===== src/rtl/l2_cache_maint_sequencer.sv =====
// rtl/l2_cache_maint_sequencer.sv - full-cache flush/invalidate walk sequencer feeding the L2 arbiter stage
module l2_cache_maint_sequencer #(
    parameter int NUM_SETS        = 256,
    parameter int NUM_WAYS        = 8,
    parameter int MAX_OUTSTANDING = 4,
    localparam int SET_W = $clog2(NUM_SETS),
    localparam int WAY_W = $clog2(NUM_WAYS),
    localparam int OUT_W = $clog2(MAX_OUTSTANDING + 1)
) (
    input  logic             clk,
    input  logic             reset_n,
    input  logic             start,
    input  logic             start_op,
    input  logic             abort,
    output logic             req_valid,
    input  logic             req_ready,
    output logic [SET_W-1:0] req_set,
    output logic [WAY_W-1:0] req_way,
    output logic             req_op,
    input  logic             cpl_valid,
    output logic             busy,
    output logic             done,
    output logic             aborted
);

    typedef enum logic [1:0] {
        S_IDLE,
        S_ISSUE,
        S_DRAIN,
        S_FINISH
    } state_t;

    state_t           state;
    logic [SET_W-1:0] set_cnt;
    logic [WAY_W-1:0] way_cnt;
    logic [OUT_W-1:0] outstanding;
    logic             op_q;
    logic             busy_q;
    logic             done_q;
    logic             aborted_q;

    logic xfer;
    logic cpl_ok;
    logic last_xfer;
    logic drained;

    // abort gates the offer combinationally so no transfer slips through in the abort cycle
    assign req_valid = (state == S_ISSUE) && !abort && (outstanding < OUT_W'(MAX_OUTSTANDING));
    assign xfer      = req_valid && req_ready;
    assign cpl_ok    = cpl_valid && (outstanding != '0);
    assign last_xfer = xfer && (set_cnt == SET_W'(NUM_SETS - 1)) && (way_cnt == WAY_W'(NUM_WAYS - 1));
    assign drained   = (outstanding == '0) || ((outstanding == OUT_W'(1)) && cpl_ok);

    assign req_set = set_cnt;
    assign req_way = way_cnt;
    assign req_op  = op_q;
    assign busy    = busy_q;
    assign done    = done_q;
    assign aborted = aborted_q;

    always_ff @(posedge clk or negedge reset_n) begin
        if (!reset_n) begin
            state       <= S_IDLE;
            set_cnt     <= '0;
            way_cnt     <= '0;
            outstanding <= '0;
            op_q        <= 1'b0;
            busy_q      <= 1'b0;
            done_q      <= 1'b0;
            aborted_q   <= 1'b0;
        end else begin
            done_q <= 1'b0;

            if (xfer && !cpl_ok) begin
                outstanding <= outstanding + OUT_W'(1);
            end else if (cpl_ok && !xfer) begin
                outstanding <= outstanding - OUT_W'(1);
            end

            // power-of-two geometry lets both counters wrap to zero after the last line
            if (xfer) begin
                way_cnt <= way_cnt + WAY_W'(1);
                if (way_cnt == WAY_W'(NUM_WAYS - 1)) begin
                    set_cnt <= set_cnt + SET_W'(1);
                end
            end

            case (state)
                S_IDLE: begin
                    if (start) begin
                        op_q      <= start_op;
                        set_cnt   <= '0;
                        way_cnt   <= '0;
                        aborted_q <= 1'b0;
                        busy_q    <= 1'b1;
                        state     <= S_ISSUE;
                    end
                end
                S_ISSUE: begin
                    if (abort) begin
                        aborted_q <= 1'b1;
                        state     <= S_DRAIN;
                    end else if (last_xfer) begin
                        state <= S_DRAIN;
                    end
                end
                S_DRAIN: begin
                    if (drained) begin
                        state <= S_FINISH;
                    end
                end
                S_FINISH: begin
                    done_q <= 1'b1;
                    busy_q <= 1'b0;
                    state  <= S_IDLE;
                end
                default: state <= S_IDLE;
            endcase
        end
    end

    cpl_underflow: assert property (@(posedge clk) disable iff (!reset_n)
        !(cpl_valid && (outstanding == '0)));

endmodule


===== config.mk =====
export PLATFORM = sky130hd
export DESIGN_NAME = l2_cache_maint_sequencer
export DESIGN_NICKNAME = d
export VERILOG_FILES = /design/src/rtl/l2_cache_maint_sequencer.sv
export SDC_FILE = /design/constraint.sdc
export NUM_CORES = 1
export LEC_CHECK = 0
export BUFFER_PORTS_ARGS = -buffer_cell sky130_fd_sc_hd__clkbuf_2
export CELL_PAD_IN_SITES_DETAIL_PLACEMENT = 0
export CELL_PAD_IN_SITES_GLOBAL_PLACEMENT = 1
export CORE_ASPECT_RATIO = 2
export CORE_MARGIN = 3
export CORE_UTILIZATION = 41
export DETAILED_ROUTE_END_ITERATION = 7
export PLACE_DENSITY = 0.82
export SLEW_MARGIN = 40
export SYNTH_ARGS = -nofsm -noshare
export SYNTH_HDL_FRONTEND = slang
export SYNTH_SLANG_ARGS = --single-unit

===== constraint.sdc =====
create_clock -name clk -period 2.1 [get_ports clk]
set_input_delay 0.42 -clock clk [delete_from_list [all_inputs] [get_ports clk]]
set_output_delay 0.42 -clock clk [all_outputs]
set_load 0.01 [all_outputs]

==> results of run 1 <==
-- power by group through the flow --
stage / Combinational (mW) / Clock (mW) / Sequential (mW)
6_report: 0.564 / 0.381 / 0.572
5_1_grt: 0.645 / 0.409 / 0.584
4_1_cts: 0.574 / 0.386 / 0.571
3_5_place_dp: 0.572 / 0 / 0.578
3_3_place_gp: 0.543 / 0 / 0.573
2_1_floorplan: 0.397 / 0 / 0.580
-- metal layers --
layer | vias up | share of wire | global-route usage
met5 | - | 0 | 0
met4 | 0 | 0.013 | 0.0514
li1 | 415 | - | -
met1 | 416 | 0.39 | 0.155
met3 | 4 | 0.051 | 0.0316
met2 | 20 | 0.55 | 0.259
-- sequential cells by signal, indices dropped and copies added (netlist names) --
register     count
aborted          1
busy             1
done             1
outstanding      3
req_op           1
req_set          8
req_way          3
state            2
-- worst paths after layout --
check,from,endpoint,slack (ns),cells after the start
max,req_way[0],state[1],0.15,6
max in group asynchronous,reset_n,aborted,1.64,1
min reg2reg,outstanding[1],outstanding[1],0.53,2
min,reset_n,req_set[2],0.12,1
max reg2reg,req_way[0],state[1],0.15,6
min in group clk,start_op,req_op,0.40,2
-- cells by family (layout without fill, tap and decap cells) --
| group | count (synthesis) | count (layout) | share of synthesized area |
|---|---|---|---|
| AO/OA/AOI/OAI | 14 | 14 | 0.0815 |
| XOR/XNOR | 10 | 10 | 0.0781 |
| adder cells (fa/ha/maj) | 12 | 12 | 0.134 |
| buffers and inverters | 11 | 38 | 0.0435 |
| flip-flops | 20 | 20 | 0.446 |
| multiplexers | 5 | 5 | 0.0502 |
| AND/OR/NAND/NOR | 36 | 36 | 0.166 |
-- worst max-delay path, stage by stage (launching register included) --
cell,delay (ns)
sky130_fd_sc_hd__dfrtp_1,0.39
sky130_fd_sc_hd__ha_1,0.16
sky130_fd_sc_hd__ha_2,0.21
sky130_fd_sc_hd__nand4_1,0.21
sky130_fd_sc_hd__nor4_4,0.32
sky130_fd_sc_hd__o221a_4,0.24
sky130_fd_sc_hd__mux2_4,0.29
-- cells in the mapped netlist, drive strengths merged (2+ instances only) --
cell type | count | area share
a21oi | 7 | 0.031
dfrtp | 20 | 0.45
ha | 12 | 0.13
inv | 8 | 0.027
mux2 | 2 | 0.023
mux2i | 3 | 0.027
nand2 | 10 | 0.033
nand3 | 6 | 0.027
nor2 | 10 | 0.033
nor3 | 2 | 0.0089
nor4 | 2 | 0.025
o21ai | 5 | 0.022
xnor2 | 5 | 0.039
xor2 | 5 | 0.039
-- final cells by class --
type                    count  area [um^2]  area share
repair buffers             25          133      0.0984
clock buffers               3         41.3      0.0306
clock inverters             1         30.0      0.0223
well taps                  28         35.0      0.0260
multi-input cells          77          574       0.426
flip-flops and latches     20          500       0.371
inverters                   9         33.8      0.0251
-- timing repair --
action | in CTS | in global routing
endpoints found under the setup margin | 0 | 1
resized for setup | 0 | 1
hold buffers | 0 | 0
setup buffers | 0 | 0
-- per-stage QoR --
stage	total power, mW	hold WS [ns]
6_report	1.52	0.117
4_1_cts	1.53	0.136
5_1_grt	1.64	0.146
2_1_floorplan	0.977	0.124
3_5_place_dp	1.15	0.417
3_3_place_gp	1.12	0.411
==> summary.txt, run 1 <==
Placed Area: 1270 um^2
global router's overall resource usage: 0.142
final non-filler cell total: 163
number of remaining DRC errors: 0
register share of total power: 0.377
Post-Place Cells: 159
Die Span Y: 80.0 um
largest net degree at the start of global routing: 21
Final ANT Viol Nets: 0
outcome: finished, final reports clean
number of unique standard cell types used by synthesis: 27
share of the clock period used by the worst path: 0.927
number of top-level pins: 23
final worst slack: 0.153 ns
cell area after technology mapping: 1120 um^2
maximum clock frequency: 514 MHz
Cell Rows: 26
crit path time final: 1.95 ns
initial antenna violation count: 0
synthesized area per cell: 10.4 um^2
RSZ-0062 raised after global routing: no
leading cell type in the layout, fill and taps excluded: sky130_fd_sc_hd__clkbuf_2
Syn-to-layout area delta: 20.2%
proportion of synthesized chip area in sequential cells: 0.446
via count of the first global-routing pass: 904
TritonCTS clock tree: done
clock tree root buffer cell: sky130_fd_sc_hd__clkbuf_8
last weighted congestion value of the routability-driven placer: 0.832
number of buffers added on ports: 22
leakage dissipation: 0.690 nW
number of synthesized flops with an enable pin: 0
Total Negative Setup Slacks: 0 ns
part of the total power dissipated in the clock network: 0.251
Inserted Clock Buffers: 3
Net Sw Power: 497 uW
Setup Skew: 0.00358 ns
via/cell ratio: 5.25
CTS sink count: 20
number of hold violations in the final report: 0
wire length of the first global-routing pass: 3850 um
Worst-Skew Late Latency: 0.25 ns
category of the worst setup path capture point: flip-flop
Max clock buf depth: 2
die width: 43.0 um
Worst-path clk slew: 0.08 ns
Worst VDD drop: 0.000565 V
Final HPWL DP: 1760 um
final slew viol count: 0
die area: 3440 um^2
largest fanout of any net on the critical path: 6
via count of the routed design: 855
Warnings, synthesis: 0
final standard cell utilization of the core: 0.524
fin nets: 155
crit path kind: reg2reg
drt pass-1 iters: 4
async set-or-reset flop fraction in the synthesized netlist: 1.00
count of mapped cells out of synthesis: 108
ratio of cells with drive above 1 in the final layout: 0.267
path class of the lowest-slack min-delay path: in2async
Critical Path RT: 2.24 ns
cell area after layout: 1350 um^2
max-capacitance violation count: 0
worst-case headroom to the max-slew limit: 0.660
number of fillers in the final layout: 254
transition at the pin with the smallest max-transition slack: 0.510 ns
logic gate share of total power: 0.372
total core area: 2570 um^2
ratio of total power to cell area: 1130 nW/um^2
Worst Setup Slack post-DPL: 0.140 ns
critical path startpoint category: flip-flop
final number of setup-violating endpoints: 0
routed length per placed instance: 13.2 um
starting density of the core: 0.436
synthesis-stage register bit count: 20
WP data arrival: 2.09 ns
overall overflow remaining after global route: 0
leading cell types in the layout, fill and taps excluded: 22 x sky130_fd_sc_hd__clkbuf_2, 20 x sky130_fd_sc_hd__dfrtp_1, 11 x sky130_fd_sc_hd__ha_1, 10 x sky130_fd_sc_hd__nand2_1, 10 x sky130_fd_sc_hd__nor2_1
initial DRC count: 16
commonest register cell after synthesis: sky130_fd_sc_hd__dfrtp_1
proportion of total power due to net switching: 0.328
aggregate routed wire length: 2150 um
Ant. Diodes: 0
level count of the clock H-tree: 1
Post-Synthesis Net Count: 127
Internal: 1.02 mW
Note: power is estimated with default switching activity, not from simulation.
==> run 2, diff against run 1 <==
--- a/config.mk
+++ b/config.mk
@@ -12,6 +12,7 @@
 export CORE_MARGIN = 3
 export CORE_UTILIZATION = 41
 export DETAILED_ROUTE_END_ITERATION = 7
+export MAX_ROUTING_LAYER = met4
 export PLACE_DENSITY = 0.82
 export SLEW_MARGIN = 40
 export SYNTH_ARGS = -nofsm -noshare
==> summary.txt, run 2 (synthesis results as in run 1) <==
Final HPWL DP: 1760 um
via count of the first global-routing pass: 903
category of the worst setup path capture point: flip-flop
largest fanout of any net on the critical path: 6
TritonCTS clock tree: done
Buffers & Inverters on Critical Path: 0
Max clock buf depth: 2
Worst-Skew Late Latency: 0.25 ns
crit path time final: 1.95 ns
Final ANT Viol Nets: 0
Die Span Y: 80.0 um
critical path startpoint category: flip-flop
number of hold violations in the final report: 0
met1 Resource Use GR: 0.157
dominant delay contributor by cell family on the critical path: simple AND/OR/NAND/NOR gates
Cell Rows: 26
total core area: 2570 um^2
WP data arrival: 2.09 ns
overall overflow remaining after global route: 0
leading cell type in the layout, fill and taps excluded: sky130_fd_sc_hd__clkbuf_2
clock tree root buffer cell: sky130_fd_sc_hd__clkbuf_8
number of logic stages on the critical path including buffering: 6
initial DRC count: 22
global router's overall resource usage: 0.146
final non-filler cell total: 163
outcome: finished, final reports clean
starting density of the core: 0.436
number of buffers added on ports: 22
met2 capacity usage during global routing: 0.259
path class of the lowest-slack min-delay path: in2async
aggregate routed wire length: 2150 um
hold-fix buffers at CTS: 0
number of cells on the worst reg-to-reg path: 6
highest cell delay on the worst timing path: 0.39 ns
maximum clock frequency: 514 MHz
die width: 43.0 um
met3 Resource Use GR: 0.0293
count of buffers added by post-CTS timing repair for setup: 0
number of fillers in the final layout: 254
transition at the pin with the smallest max-transition slack: 0.514 ns
peak-usage layer in the global routing report: met2
Critical Path RT: 2.24 ns
Ant. Diodes: 0
leakage dissipation: 0.690 nW
highest-delay cell along the critical path: sky130_fd_sc_hd__dfrtp_1
drt pass-1 iters: 4
via/cell ratio: 5.23
final number of setup-violating endpoints: 0
critical-path cell list: ha_1, ha_2, nand4_1, nor4_4, o221a_4, mux2_4
Setup Skew: 0.00359 ns
Total Negative Setup Slacks: 0 ns
RSZ-0062 raised after global routing: no
flip-flop count of the largest register, all copies and words added: 8
leading cell types in the layout, fill and taps excluded: 22 x sky130_fd_sc_hd__clkbuf_2, 20 x sky130_fd_sc_hd__dfrtp_1, 11 x sky130_fd_sc_hd__ha_1, 10 x sky130_fd_sc_hd__nand2_1, 10 x sky130_fd_sc_hd__nor2_1
max-capacitance violation count: 0
crit path kind: reg2reg
Worst VDD drop: 0.000565 V
largest net degree at the start of global routing: 21
CTS sink count: 20
Syn-to-layout area delta: 20.2%
ratio of total power to cell area: 1130 nW/um^2
via count of the routed design: 852
final slew viol count: 0
Post-Place Cells: 159
number of top-level pins: 23
fin nets: 155
worst-case headroom to the max-slew limit: 0.657
routed length per placed instance: 13.2 um
initial antenna violation count: 0
wire length of the first global-routing pass: 3840 um
last weighted congestion value of the routability-driven placer: 0.845
share of the clock period used by the worst path: 0.927
level count of the clock H-tree: 1
ratio of cells with drive above 1 in the final layout: 0.267
Worst-path clk slew: 0.08 ns
die area: 3440 um^2
Inserted Clock Buffers: 3
number of remaining DRC errors: 0
-- run 2: cell counts in the layout (fill, tap and decap cells not counted) --
No cell type changed its count.
-- run 2: routing by layer --
layer,wire (um),vias up
met3,99,4
met1,847,414
li1,-,414
met2,1180,20
met5,0,-
met4,29,0
-- run 2: worst reg2reg max path, delay by kind of cell, from the launching register on --
kind	cells	cell delay [ns]
and+or+nand+nor	2	0.54
DFF	1	0.39
adders and majority gates	2	0.38
muxes	1	0.29
AOI/OAI and AO/OA	1	0.24
-- run 2: cell type report --
type / instances / area [um^2] / area share
clock buffer: 3 / 41.3 / 0.0306
timing repair buffer: 25 / 133 / 0.0984
sequential: 20 / 500 / 0.371
clock inverter: 1 / 30.0 / 0.0223
tap: 28 / 35.0 / 0.0260
multi-input combinational: 77 / 574 / 0.426
inverter: 9 / 33.8 / 0.0251
-- run 2: path summary, 6_finish.rpt --
| kind | start | endpoint | slack, ns |
|---|---|---|---|
| worst max-delay path | req_way[0] | state[1] | 0.15 |
| worst min-delay path | reset_n | req_set[2] | 0.12 |
| worst max register to register | req_way[0] | state[1] | 0.15 |
| worst min register to register | outstanding[1] | outstanding[1] | 0.53 |
| max in group asynchronous | reset_n | aborted | 1.63 |
| min in group clk | start_op | req_op | 0.40 |
-- run 2: power breakdown --
part	switching (mW)	total, mW	internal [mW]
logic	0.283	0.564	0.282
registers	0.0876	0.572	0.484
clock network	0.127	0.381	0.254
total	0.497	1.52	1.02
-- run 2: timing repair --
item,CTS,global route
gates resized for setup,0,1
setup endpoints to repair,0,1
hold endpoints to repair,0,0
-- run 2: through the flow --
stage	power [mW]	setup slack [ns]	utilization	hold slack [ns]	cell area [um^2]
3_3_place_gp	1.12	0.209	0.496	0.411	1270
6_report	1.52	0.153	0.524	0.121	1350
3_5_place_dp	1.15	0.140	0.496	0.417	1270
4_1_cts	1.53	0.115	0.523	0.136	1350
2_1_floorplan	0.977	0.239	-	0.124	1120
5_1_grt	1.64	0.0145	0.524	0.147	1350
